--- src/rtl/pressure_pkg.sv ---
// Shared types and constants for the pressure scan scheduler.
package pressure_pkg;
  localparam int unsigned PRESSURE_W     = 6;
  localparam int unsigned THRESH_DEFAULT = 3;

  typedef enum logic [1:0] {
    IDLE   = 2'd0,
    SAMPLE = 2'd1,
    EVAL   = 2'd2
  } state_t;
endpackage

--- src/rtl/pressureAbnormalityDetector.sv ---
// Combinational pressure checker: flags samples outside the normal band [8, 55].
module pressureAbnormalityDetector
  import pressure_pkg::*;
(
  input  logic [PRESSURE_W-1:0] pressureData,
  output logic                  pressureAbnormality
);
  assign pressureAbnormality = (pressureData < PRESSURE_W'(8)) ||
                               (pressureData > PRESSURE_W'(55));
endmodule

--- src/rtl/pressure_scan_scheduler_rr_pick.sv ---
// Round-robin picker: first requester at or above ptr, wrapping, as a one-hot grant.
module rr_pick #(
  parameter int unsigned N  = 4,
  parameter int unsigned PW = 2
) (
  input  logic [N-1:0]  req,
  input  logic [PW-1:0] ptr,
  output logic [N-1:0]  grant
);
  logic [PW:0]   sum;
  logic [PW-1:0] sel;
  logic          found;

  always_comb begin
    grant = '0;
    found = 1'b0;
    sum   = '0;
    sel   = '0;
    for (int unsigned off = 0; off < N; off++) begin
      sum = {1'b0, ptr} + (PW+1)'(off);
      if (sum >= (PW+1)'(N)) sum = sum - (PW+1)'(N);
      sel = sum[PW-1:0];
      if (!found && req[sel]) begin
        grant[sel] = 1'b1;
        found      = 1'b1;
      end
    end
  end
endmodule

--- src/rtl/pressure_scan_scheduler.sv ---
// Shares one abnormality detector among NUM_CH requesters and tracks per-channel
// abnormal runs. PRESSURE_ALARM_STICKY_EN makes alarms latch until alarmClr.
module pressure_scan_scheduler
  import pressure_pkg::*;
#(
  parameter int unsigned NUM_CH = 4,
  parameter int unsigned THRESH = THRESH_DEFAULT
) (
  input  logic                         clk,
  input  logic                         rst_n,
  input  logic [NUM_CH-1:0]            req,
  input  logic [NUM_CH*PRESSURE_W-1:0] reqData,
  output logic [NUM_CH-1:0]            grant,
  output logic                         resValid,
  output logic [$clog2(NUM_CH)-1:0]    resCh,
  output logic                         resAbn,
  output logic [NUM_CH-1:0]            alarm,
  input  logic [NUM_CH-1:0]            alarmClr,
  output logic                         busy
);
  localparam int unsigned CHW = $clog2(NUM_CH);
  localparam int unsigned CW  = $clog2(THRESH + 1);

  state_t                state, state_nxt;
  logic [NUM_CH-1:0]     pick;
  logic [CHW-1:0]        rr_ptr, ch_reg, pick_ch;
  logic [PRESSURE_W-1:0] smp_reg, pick_smp;
  logic                  abn_reg, det_abn;
  logic [CW-1:0]         cnt     [NUM_CH];
  logic [CW-1:0]         cnt_nxt [NUM_CH];
  logic [CW-1:0]         cnt_upd;
  logic [NUM_CH-1:0]     eval_hit;

  rr_pick #(.N(NUM_CH), .PW(CHW)) u_pick (
    .req   (req),
    .ptr   (rr_ptr),
    .grant (pick)
  );

  pressureAbnormalityDetector u_det (
    .pressureData        (smp_reg),
    .pressureAbnormality (det_abn)
  );

  always_comb begin
    pick_ch  = '0;
    pick_smp = '0;
    for (int unsigned i = 0; i < NUM_CH; i++) begin
      if (pick[i]) begin
        pick_ch  = CHW'(i);
        pick_smp = reqData[i*PRESSURE_W +: PRESSURE_W];
      end
    end
  end

  always_ff @(posedge clk or negedge rst_n) begin
    if (!rst_n) state <= IDLE;
    else        state <= state_nxt;
  end

  always_comb begin
    state_nxt = state;
    grant     = '0;
    resValid  = 1'b0;
    busy      = 1'b0;
    unique case (state)
      IDLE: begin
        if (|req) begin
          grant     = pick;
          state_nxt = SAMPLE;
        end
      end
      SAMPLE: begin
        busy      = 1'b1;
        state_nxt = EVAL;
      end
      EVAL: begin
        busy      = 1'b1;
        resValid  = 1'b1;
        state_nxt = IDLE;
      end
      default: state_nxt = IDLE;
    endcase
  end

  assign resCh  = ch_reg;
  assign resAbn = abn_reg;

  always_comb begin
    cnt_upd = '0;
    if (abn_reg)
      cnt_upd = (cnt[ch_reg] == CW'(THRESH)) ? CW'(THRESH) : cnt[ch_reg] + 1'b1;
    for (int unsigned i = 0; i < NUM_CH; i++) begin
      eval_hit[i] = (state == EVAL) && (ch_reg == CHW'(i));
      cnt_nxt[i]  = eval_hit[i] ? cnt_upd : cnt[i];
    end
  end

`ifndef PRESSURE_ALARM_STICKY_EN
  logic unused_clr;
  assign unused_clr = ^alarmClr;
`endif

  always_ff @(posedge clk or negedge rst_n) begin
    if (!rst_n) begin
      rr_ptr  <= '0;
      ch_reg  <= '0;
      smp_reg <= '0;
      abn_reg <= 1'b0;
      alarm   <= '0;
      for (int unsigned i = 0; i < NUM_CH; i++) cnt[i] <= '0;
    end else begin
      if (state == IDLE && |req) begin
        smp_reg <= pick_smp;
        ch_reg  <= pick_ch;
        rr_ptr  <= (pick_ch == CHW'(NUM_CH - 1)) ? '0 : pick_ch + 1'b1;
      end
      if (state == SAMPLE) abn_reg <= det_abn;
      for (int unsigned i = 0; i < NUM_CH; i++) begin
        cnt[i] <= cnt_nxt[i];
`ifdef PRESSURE_ALARM_STICKY_EN
        // Set takes priority over a coincident clear.
        if (eval_hit[i] && cnt_nxt[i] == CW'(THRESH)) alarm[i] <= 1'b1;
        else if (alarmClr[i])                         alarm[i] <= 1'b0;
`else
        alarm[i] <= (cnt_nxt[i] == CW'(THRESH));
`endif
      end
    end
  end
endmodule

--- config.mk ---
export PLATFORM = sky130hd
export DESIGN_NAME = pressure_scan_scheduler
export DESIGN_NICKNAME = d
export VERILOG_FILES = /design/src/rtl/pressure_pkg.sv /design/src/rtl/pressureAbnormalityDetector.sv /design/src/rtl/pressure_scan_scheduler_rr_pick.sv /design/src/rtl/pressure_scan_scheduler.sv
export SDC_FILE = /design/constraint.sdc
export NUM_CORES = 1
export LEC_CHECK = 0
export CORE_ASPECT_RATIO = 2
export CORE_MARGIN = 2
export CORE_UTILIZATION = 44
export DETAILED_ROUTE_END_ITERATION = 8
export MAX_ROUTING_LAYER = met4
export PLACE_DENSITY = 0.76
export SETUP_SLACK_MARGIN = 0.1
export SLEW_MARGIN = 20
export SYNTH_ARGS = -nofsm -noshare
export SYNTH_HDL_FRONTEND = slang
export SYNTH_SLANG_ARGS = --single-unit
--- constraint.sdc ---
create_clock -name clk -period 4.1 [get_ports clk]
set_clock_uncertainty 0.15 [all_clocks]
set_input_delay 0.82 -clock clk [delete_from_list [all_inputs] [get_ports clk]]
set_output_delay 0.82 -clock clk [all_outputs]
set_load 0.01 [all_outputs]
Word-level counts from Yosys, hierarchy flattened
Index checks and enable logic that the tools add are counted.

Bitwise logic cells: 4. Reduce and logical (&&, ||, !) cells: 20. Order comparisons: 15. Eq/ne operators: 12. Mux-type cells: 50. $add $sub $neg: 9.

Operators by type and width (number): 2-bit two-way mux (16); 4-bit two-way mux (6); 6-bit two-way mux (4); 2-bit == test, second input constant (9); 1-bit two-way mux (14); 3-bit greater-or-equal comparator, second input constant (4); 1-bit logical AND (12); 2-bit by 3-bit < comparator with 1-bit output, second input constant (4); 4-bit bitwise OR (3); 1-bit binary-select mux with 2-bit select (4); 1-bit demux with 2-bit select (4); 2-bit by 1-bit greater-or-equal comparator with 1-bit output, second input constant (4); 2-bit by 1-bit subtractor with 2-bit output, second input constant (4); 2-bit by 2-bit adder with 3-bit output, second input constant (2); 6-bit > comparator, second input constant (1); 6-bit by 4-bit < comparator with 1-bit output, second input constant (1); 2-bit by 1-bit adder with 2-bit output, second input constant (2); 2-bit binary-select mux with 2-bit select (1); 2-bit by 1-bit == test with 1-bit output, second input constant (2); 2-bit logical NOT (2); 2-bit one-hot mux with 2 select lines (1); 4-bit OR reduction (1); 2-bit by 1-bit adder with 3-bit output, second input constant (1); 2-bit by 3-bit greater-or-equal comparator with 1-bit output, second input constant (1); 5 further kinds (7).

Output and inout bits: 13. Register bits after elaboration: 25. Input bits: 34. Logic and storage cells: 120.

Depth between registers and ports, before layout
Gate-level depths: netlist of the first run.

Word-level depth: 19. Gate-level depth with buffers: 10.

Cells and area by module
A second synthesis of the first run with hierarchy kept.

Cells, all modules: 172. Area, all modules: 1639.1 um^2.

Modules (own cells, without submodules): pressure_scan_scheduler (cells an instance 139, times used 1, area an instance 1321.3 um^2); rr_pick (cells an instance 30, times used 1, area an instance 302.8 um^2); pressureAbnormalityDetector (cells an instance 3, times used 1, area an instance 15.0 um^2).

Least setup slack after synthesis of the first run
Ideal clock, no wire load.

Path kind: flip-flop to output port. From: register rr_ptr[0]. To: output grant[3]. Path slack: 640 ps. Data arrival time: 2490 ps. Data required time: 3130 ps. Buffers on the path: 2. Cell stages (with the launch flop): 10. Cell sequence: dfrtp_1 -> buf_6 -> inv_1 -> ha_1 -> mux4_1 -> nor4b_4 -> and2_1 -> clkbuf_2 -> nor2_1 -> nor2_1.

Word-level cells in the longest chain between the ends: 16.

Ends and longest elaborated chain: from (decl) (RTL line pressure_scan_scheduler.sv:26) `logic [CHW-1:0] rr_ptr, ch_reg, pick_ch;`; from (signal assigned) (RTL line pressure_scan_scheduler.sv:116) `rr_ptr <= (pick_ch == CHW'(NUM_CH - 1)) ? '0 : pick_ch + 1'b1;`; branches (longest 13 deep; another with 2-bit by 1-bit adder with 3-bit output); 4-bit two-way mux (*) (RTL line pressure_scan_scheduler_rr_pick.sv:23) `if (!found && req[sel]) begin`; 4-bit two-way mux (*) (RTL line pressure_scan_scheduler.sv:68) `if (|req) begin`; 4-bit two-way mux (*) (RTL line pressure_scan_scheduler.sv:66) `unique case (state)`; to (decl) (RTL line pressure_scan_scheduler.sv:13) `output logic [NUM_CH-1:0] grant,`.

Every way passes the cells marked *. The select of a mux whose other input is x is not followed.

Worst setup path after layout of the first run
From: input req[3]. To: output grant[0].

Word-level cells in the longest chain between the ends: 14.

Ends and longest elaborated chain: from (decl) (RTL line pressure_scan_scheduler.sv:11) `input logic [NUM_CH-1:0] req,`; 1-bit binary-select mux with 2-bit select (RTL line pressure_scan_scheduler_rr_pick.sv:23); 1-bit two-way mux (implied by the code) (RTL line pressure_scan_scheduler_rr_pick.sv:23); 1-bit two-way mux (RTL line pressure_scan_scheduler_rr_pick.sv:23); 1-bit logical NOT (RTL line pressure_scan_scheduler_rr_pick.sv:23); 1-bit logical AND (RTL line pressure_scan_scheduler_rr_pick.sv:23); 1-bit two-way mux (RTL line pressure_scan_scheduler_rr_pick.sv:23); 1-bit logical NOT (RTL line pressure_scan_scheduler_rr_pick.sv:23); 1-bit logical AND (RTL line pressure_scan_scheduler_rr_pick.sv:23); 1-bit two-way mux (RTL line pressure_scan_scheduler_rr_pick.sv:23); 1-bit logical NOT (RTL line pressure_scan_scheduler_rr_pick.sv:23); 1-bit logical AND (RTL line pressure_scan_scheduler_rr_pick.sv:23); 4-bit two-way mux (RTL line pressure_scan_scheduler_rr_pick.sv:23); 4-bit two-way mux (*) (RTL line pressure_scan_scheduler.sv:68); 4-bit two-way mux (*) (RTL line pressure_scan_scheduler.sv:66).

Every way passes the cells marked *; elsewhere a longest branch is shown, timed or not. The select of a mux whose other input is x is not followed.

==> results.cfg, run 1 <==
[synth]
synth_edf_count = 0
synth_nets = 180
synthDistinctLibCells = 44
avgSynthCellArea_sq_um = 10.9
synthArstFlopShare_pct = 100
syn_inst = 136
synth_seq_area_share_pct = 37.1
netlist_area_sq_mm = 0.00148
ys_ff_latch = 22
yosysWarnings = 0
synth_ff_type = dfrtp_1

[cells_and_area]
drive_above_1_share_pct = 28.6
final_common_cell = buf_4
n_antenna_cell = 0
fillers = 255
nets = 238
finalNonFillerCells = 223
synthToLayoutAreaGrowth_pct = 36.8
layout_common_cells = 27 x buf_4, 23 x clkdlybuf4s50_1, 22 x dfrtp_1
largest_reg_flops = 8

[sta]
setup_viol = 0
tightest_slew_ps = 504
report.final.slew_viol_count = 0
slew_headroom_pct = 66.1
finalHoldViolations = 0
fmax_mhz = 253
rsz0062_at_grt = true
fin_crit_sh_pct = 96.6
post-route-min-period_ps = 3960
post-route-worst-setup-slack_ps = 140
whs_ps = 354

[setup_path]
reg2reg_slack_ps = 1070
path_common_cell = buf_4
critical_path.startpoint = req[3]
critPathKind = primary input to primary output
crit_chain = clkdlybuf4s50_1 > buf_4 > mux4_1 > nor4b_4 > buf_4 > a221o_1 > and2_1 > dlygate4sd2_1
crit_path_start_kind = primary input
cp.required_ps = 3130
critPathArrivalTime_ps = 2990
cp_slowest_cell = mux4_1
crit_path_end = grant[0]
r2r-start = rr_ptr[0]
worstRegToRegCells = 11
crit_path_end_kind = primary output
r2r_end = smp_reg[5]
cpPeakStageDelay_ps = 520
crit_fanout = 4

[floorplanning]
die_h_um = 86.1
pin_count = 47
die_w_um = 45.0
coreArea_sq_mm = 0.00319
start_util_pct = 46.4
rows = 29
die_area_sq_mm = 0.00388

[run]
maxCapViolCount = 0

[global_routing]
grt_pass1_wl_mm = 5.96
grt_max_degree = 23
grt_pass1_vias = 1342
overflow = 0
grtUsageTotal_pct = 21.5
antenna_found_initial = 0

[clock_tree]
cts_max_level = 1
clk_pin_slew_ps = 70
hold_buffers = 0
clockBufferDepth = 2
cts_tree = yes
clock_sinks = 22
clk_latency_ps = 260
cts_buffers = 3
cts_root_buffer = clkbuf_8

[placement]
port_buffers = 30
placed_cells = 212
post-dp-hpwl_mm = 2.90
place_ws_ps = -196
gp_congestion = 0.834

[run_status]
status = complete, no violations

[detailed_routing]
vias = 1289
wl_mm = 3.59
drt_iter0_markers = 13
ant_nets = 0
wl_per_cell_um = 16.1
drc = 0
drtPass1Iterations = 4
via_per_inst = 5.78

[pwr]
vdd_drop_max_mv = 0.428
p_leak_nw = 0.930
p_per_area_mw_per_mm2 = 768

[worst_hold_path]
min_path_type = primary input to asynchronous set/reset pin
[cells in the mapped netlist, types with 3 or more instances]
cell type   n  area share (%)
dfrtp_1    22              37
nand2_1    15             3.8
ha_1       10             8.4
mux2_2      8             6.1
nor2_1      8             2.0
and2_1      7             3.0
a21boi_0    5             2.5
inv_1       5             1.3
mux4_2      4             6.1
nand3_1     4             1.4
nand3b_1    3             1.5
[power by group]
group          internal (mW)  switching [mW]
registers              0.310          0.0745
clock network         0.0656          0.0658
logic                  0.558           0.484
total                  0.933           0.624
[per-stage QoR]
| stage | power (mW) | TNS, ps | cell area, sq um | util, % |
|---|---|---|---|---|
| final | 1.56 | 0 | 2030 | 63.5 |
| after global routing | 1.68 | 0 | 2030 | 63.5 |
| after CTS | 1.55 | 0 | 2020 | 63.2 |
| after detailed placement | 1.39 | -560 | 1940 | 60.8 |
| after global placement | 1.34 | -361 | 1940 | 60.8 |
| after floorplan | 1.00 | 0 | 1480 | - |
[logic make-up after synthesis]
family / share of synthesized area (%)
AOI/OAI and AO/OA: 16.0
adders and majority gates: 8.44
buffers and inverters: 2.87
DFF: 37.1
muxes: 15.7
and+or+nand+nor: 19.8
[critical path, delay by kind of cell]
kind                   cells  cell delay [ps]
and+or+nand+nor            2              320
buffers and inverters      4             1020
muxes                      1              520
AOI/OAI and AO/OA          1              320
[layout make-up]
type / count / area, sq um / share of cell area (%)
clock buffers: 3 / 41.3 / 2.04
inverters: 5 / 18.8 / 0.925
multi-input cells: 105 / 892 / 44.0
flip-flops and latches: 22 / 551 / 27.1
well taps: 31 / 38.8 / 1.91
repair buffers: 57 / 487 / 24.0
[what timing repair did]
action | in CTS | in global routing
gates resized for setup | 8 | 7
buffers inserted | 5 | 3
pin swaps | 3 | 1
endpoints found under the setup margin | 4 | 3
[worst min path at each step]
| stage | from | to | slack (ps) | cells after the start |
|---|---|---|---|---|
| finish | rst_n | cnt[5] | 350 | 1 |
| global route | rst_n | alarm[1] | 390 | 1 |
| CTS | cnt[0] | cnt[0] | 380 | 1 |
| detailed placement | cnt[0] | cnt[0] | 360 | 1 |
| global placement | cnt[1] | cnt[1] | 350 | 1 |
| floorplan | smp_reg[5] | smp_reg[5] | 330 | 2 |
[routing by layer]
layer / global-route usage [%] / vias to the layer above / wire, um
li1: - / 615 / -
met1: 20.7 / 634 / 1210
met2: 39.7 / 33 / 2190
met3: 2.11 / 7 / 110
met4: 9.89 / 0 / 85
met5: - / - / 0
Power figures use the tool's default switching activity.
==> inputs of run 2 (changes only) <==
--- a/config.mk
+++ b/config.mk
@@ -9,6 +9,7 @@
 export CORE_MARGIN = 2
 export CORE_UTILIZATION = 44
 export DETAILED_ROUTE_END_ITERATION = 8
+export GPL_TIMING_DRIVEN = 0
 export MAX_ROUTING_LAYER = met4
 export PLACE_DENSITY = 0.76
 export SETUP_SLACK_MARGIN = 0.1
==> run 2 against run 1 <==
Compared with the run above:
- die area did not move
- power fell by 3.0%
- sequential power barely moved
- flip-flop and latch count did not move
- fmax rose by 1.8%
- worst hold slack improved by 21 ps
- routed wire length fell by 4.4%
- critical endpoint unchanged
- utilization fell by 2.2 points
- register-to-register slack improved by 100 ps
- non-clock buffer count fell by 14
==> results.cfg, run 2 (synthesis results as in run 1) <==
[run_status]
status = complete, no violations

[sta]
fin_crit_sh_pct = 94.9
rsz0062_at_grt = false
finalHoldViolations = 0
setup_viol = 0
report.final.slew_viol_count = 0
slew_headroom_pct = 36.9
fmax_mhz = 257
tightest_slew_ps = 944
post-route-min-period_ps = 3890

[detailed_routing]
drc = 0
drt_iter0_markers = 34
wl_mm = 3.43
ant_nets = 0
vias = 1263
drtPass1Iterations = 4
wl_per_cell_um = 16.3
via_per_inst = 6.01

[setup_path]
cp.required_ps = 3130
crit_path_end_kind = primary output
crit_fanout = 5
critPathArrivalTime_ps = 2920
crit_path_start_kind = flop
critPathKind = flop to primary output
path_common_cell = buf_4
crit_chain = buf_6 > inv_1 > ha_4 > mux4_2 > nor4b_4 > buf_4 > buf_4 > a221o_1 > and2_1 > dlygate4sd2_1
cp_slowest_cell = mux4_2
cpPeakStageDelay_ps = 570

[cells_and_area]
synthToLayoutAreaGrowth_pct = 32.1
fin_util_pct = 61.3
nets = 224
final_common_cell = clkdlybuf4s50_1
fin_area_sq_mm = 0.00196
n_antenna_cell = 0
largest_reg_flops = 8
fillers = 274
layout_common_cells = 22 x clkdlybuf4s50_1, 20 x dfrtp_1, 15 x nand2_1
drive_above_1_share_pct = 22.3
finalNonFillerCells = 210

[floorplanning]
die_h_um = 86.1
pin_count = 47
die_area_sq_mm = 0.00388
die_w_um = 45.0
start_util_pct = 46.4
rows = 29
coreArea_sq_mm = 0.00319

[global_routing]
grt_pass1_wl_mm = 5.33
overflow = 0
grt_pass1_vias = 1285
grt_max_degree = 23
antenna_found_initial = 0
grtUsageTotal_pct = 19.0

[pwr]
p_per_area_mw_per_mm2 = 771
vdd_drop_max_mv = 0.522
p_leak_nw = 0.877

[placement]
placed_cell_area_sq_mm = 0.00182
port_buffers = 30
gp_congestion = 0.839
placed_cells = 197
post-dp-hpwl_mm = 2.57

[clock_tree]
clock_sinks = 22
cts_root_buffer = clkbuf_8
cts_tree = yes
hold_buffers = 0
cts_max_level = 1
clk_latency_ps = 260
cts_buffers = 3
clockBufferDepth = 2
clk_pin_slew_ps = 70

[worst_hold_path]
min_path_type = flop to flop

[run]
maxCapViolCount = 0
## run 2: final cells by class
type / count / area, sq um / area share (%)
plain buffers: 4 / 23.8 / 1.21
flip-flops and latches: 22 / 553 / 28.2
multi-input cells: 105 / 903 / 46.1
inverters: 5 / 18.8 / 0.958
clock buffers: 4 / 55.1 / 2.81
repair buffers: 39 / 365 / 18.7
well taps: 31 / 38.8 / 1.98
## run 2: per-layer routing
layer | part of all wire (%) | global-route usage (%) | wire length, um | vias to the layer above
li1 | - | - | - | 592
met1 | 37 | 18.7 | 1260 | 629
met2 | 58 | 33.5 | 1980 | 34
met3 | 3.1 | 2.53 | 106 | 8
met4 | 2.6 | 10.7 | 89 | 0
met5 | 0 | - | 0 | -
## run 2: repair_timing
action	in CTS	in global routing
resized for setup	9	7
setup endpoints to repair	4	4
pin swaps	2	0
buffers inserted	7	2
## run 2: through the flow
step                      setup slack, ps  power, mW  TNS (ps)  hold slack (ps)
final                                 210       1.51         0              376
after global routing                 92.7       1.62         0              393
after CTS                            56.3       1.48         0              374
after detailed placement             -395       1.28     -1340              356
after global placement               -333       1.24     -1150              351
after floorplan                       640       1.00         0              331
## run 2: final timing paths
kind | from | end | slack (ps) | cells past startpoint
hold / removal | cnt[0] | cnt[0] | 380 | 1
setup / recovery | rr_ptr[0] | grant[0] | 210 | 10
hold reg to reg | cnt[0] | cnt[0] | 380 | 1
setup reg to reg | rr_ptr[0] | smp_reg[4] | 1170 | 11
min in group asynchronous | rst_n | alarm[1] | 930 | 1
max in group asynchronous | rst_n | rr_ptr[1] | 2230 | 1
## run 2: where the power goes
| group | total, mW | internal [mW] | switching (mW) |
|---|---|---|---|
| registers | 0.384 | 0.312 | 0.0715 |
| logic | 0.976 | 0.499 | 0.477 |
| clock network | 0.150 | 0.0855 | 0.0648 |
| total | 1.51 | 0.897 | 0.614 |
## run 2: critical path, delay by kind of cell, from the launching register on
family          cells  cell delay [ps]
compound gates      1              190
mux                 1              570
flops               1              390
fa+ha+maj           1              300
simple gates        2              400
buf+inv             5              810
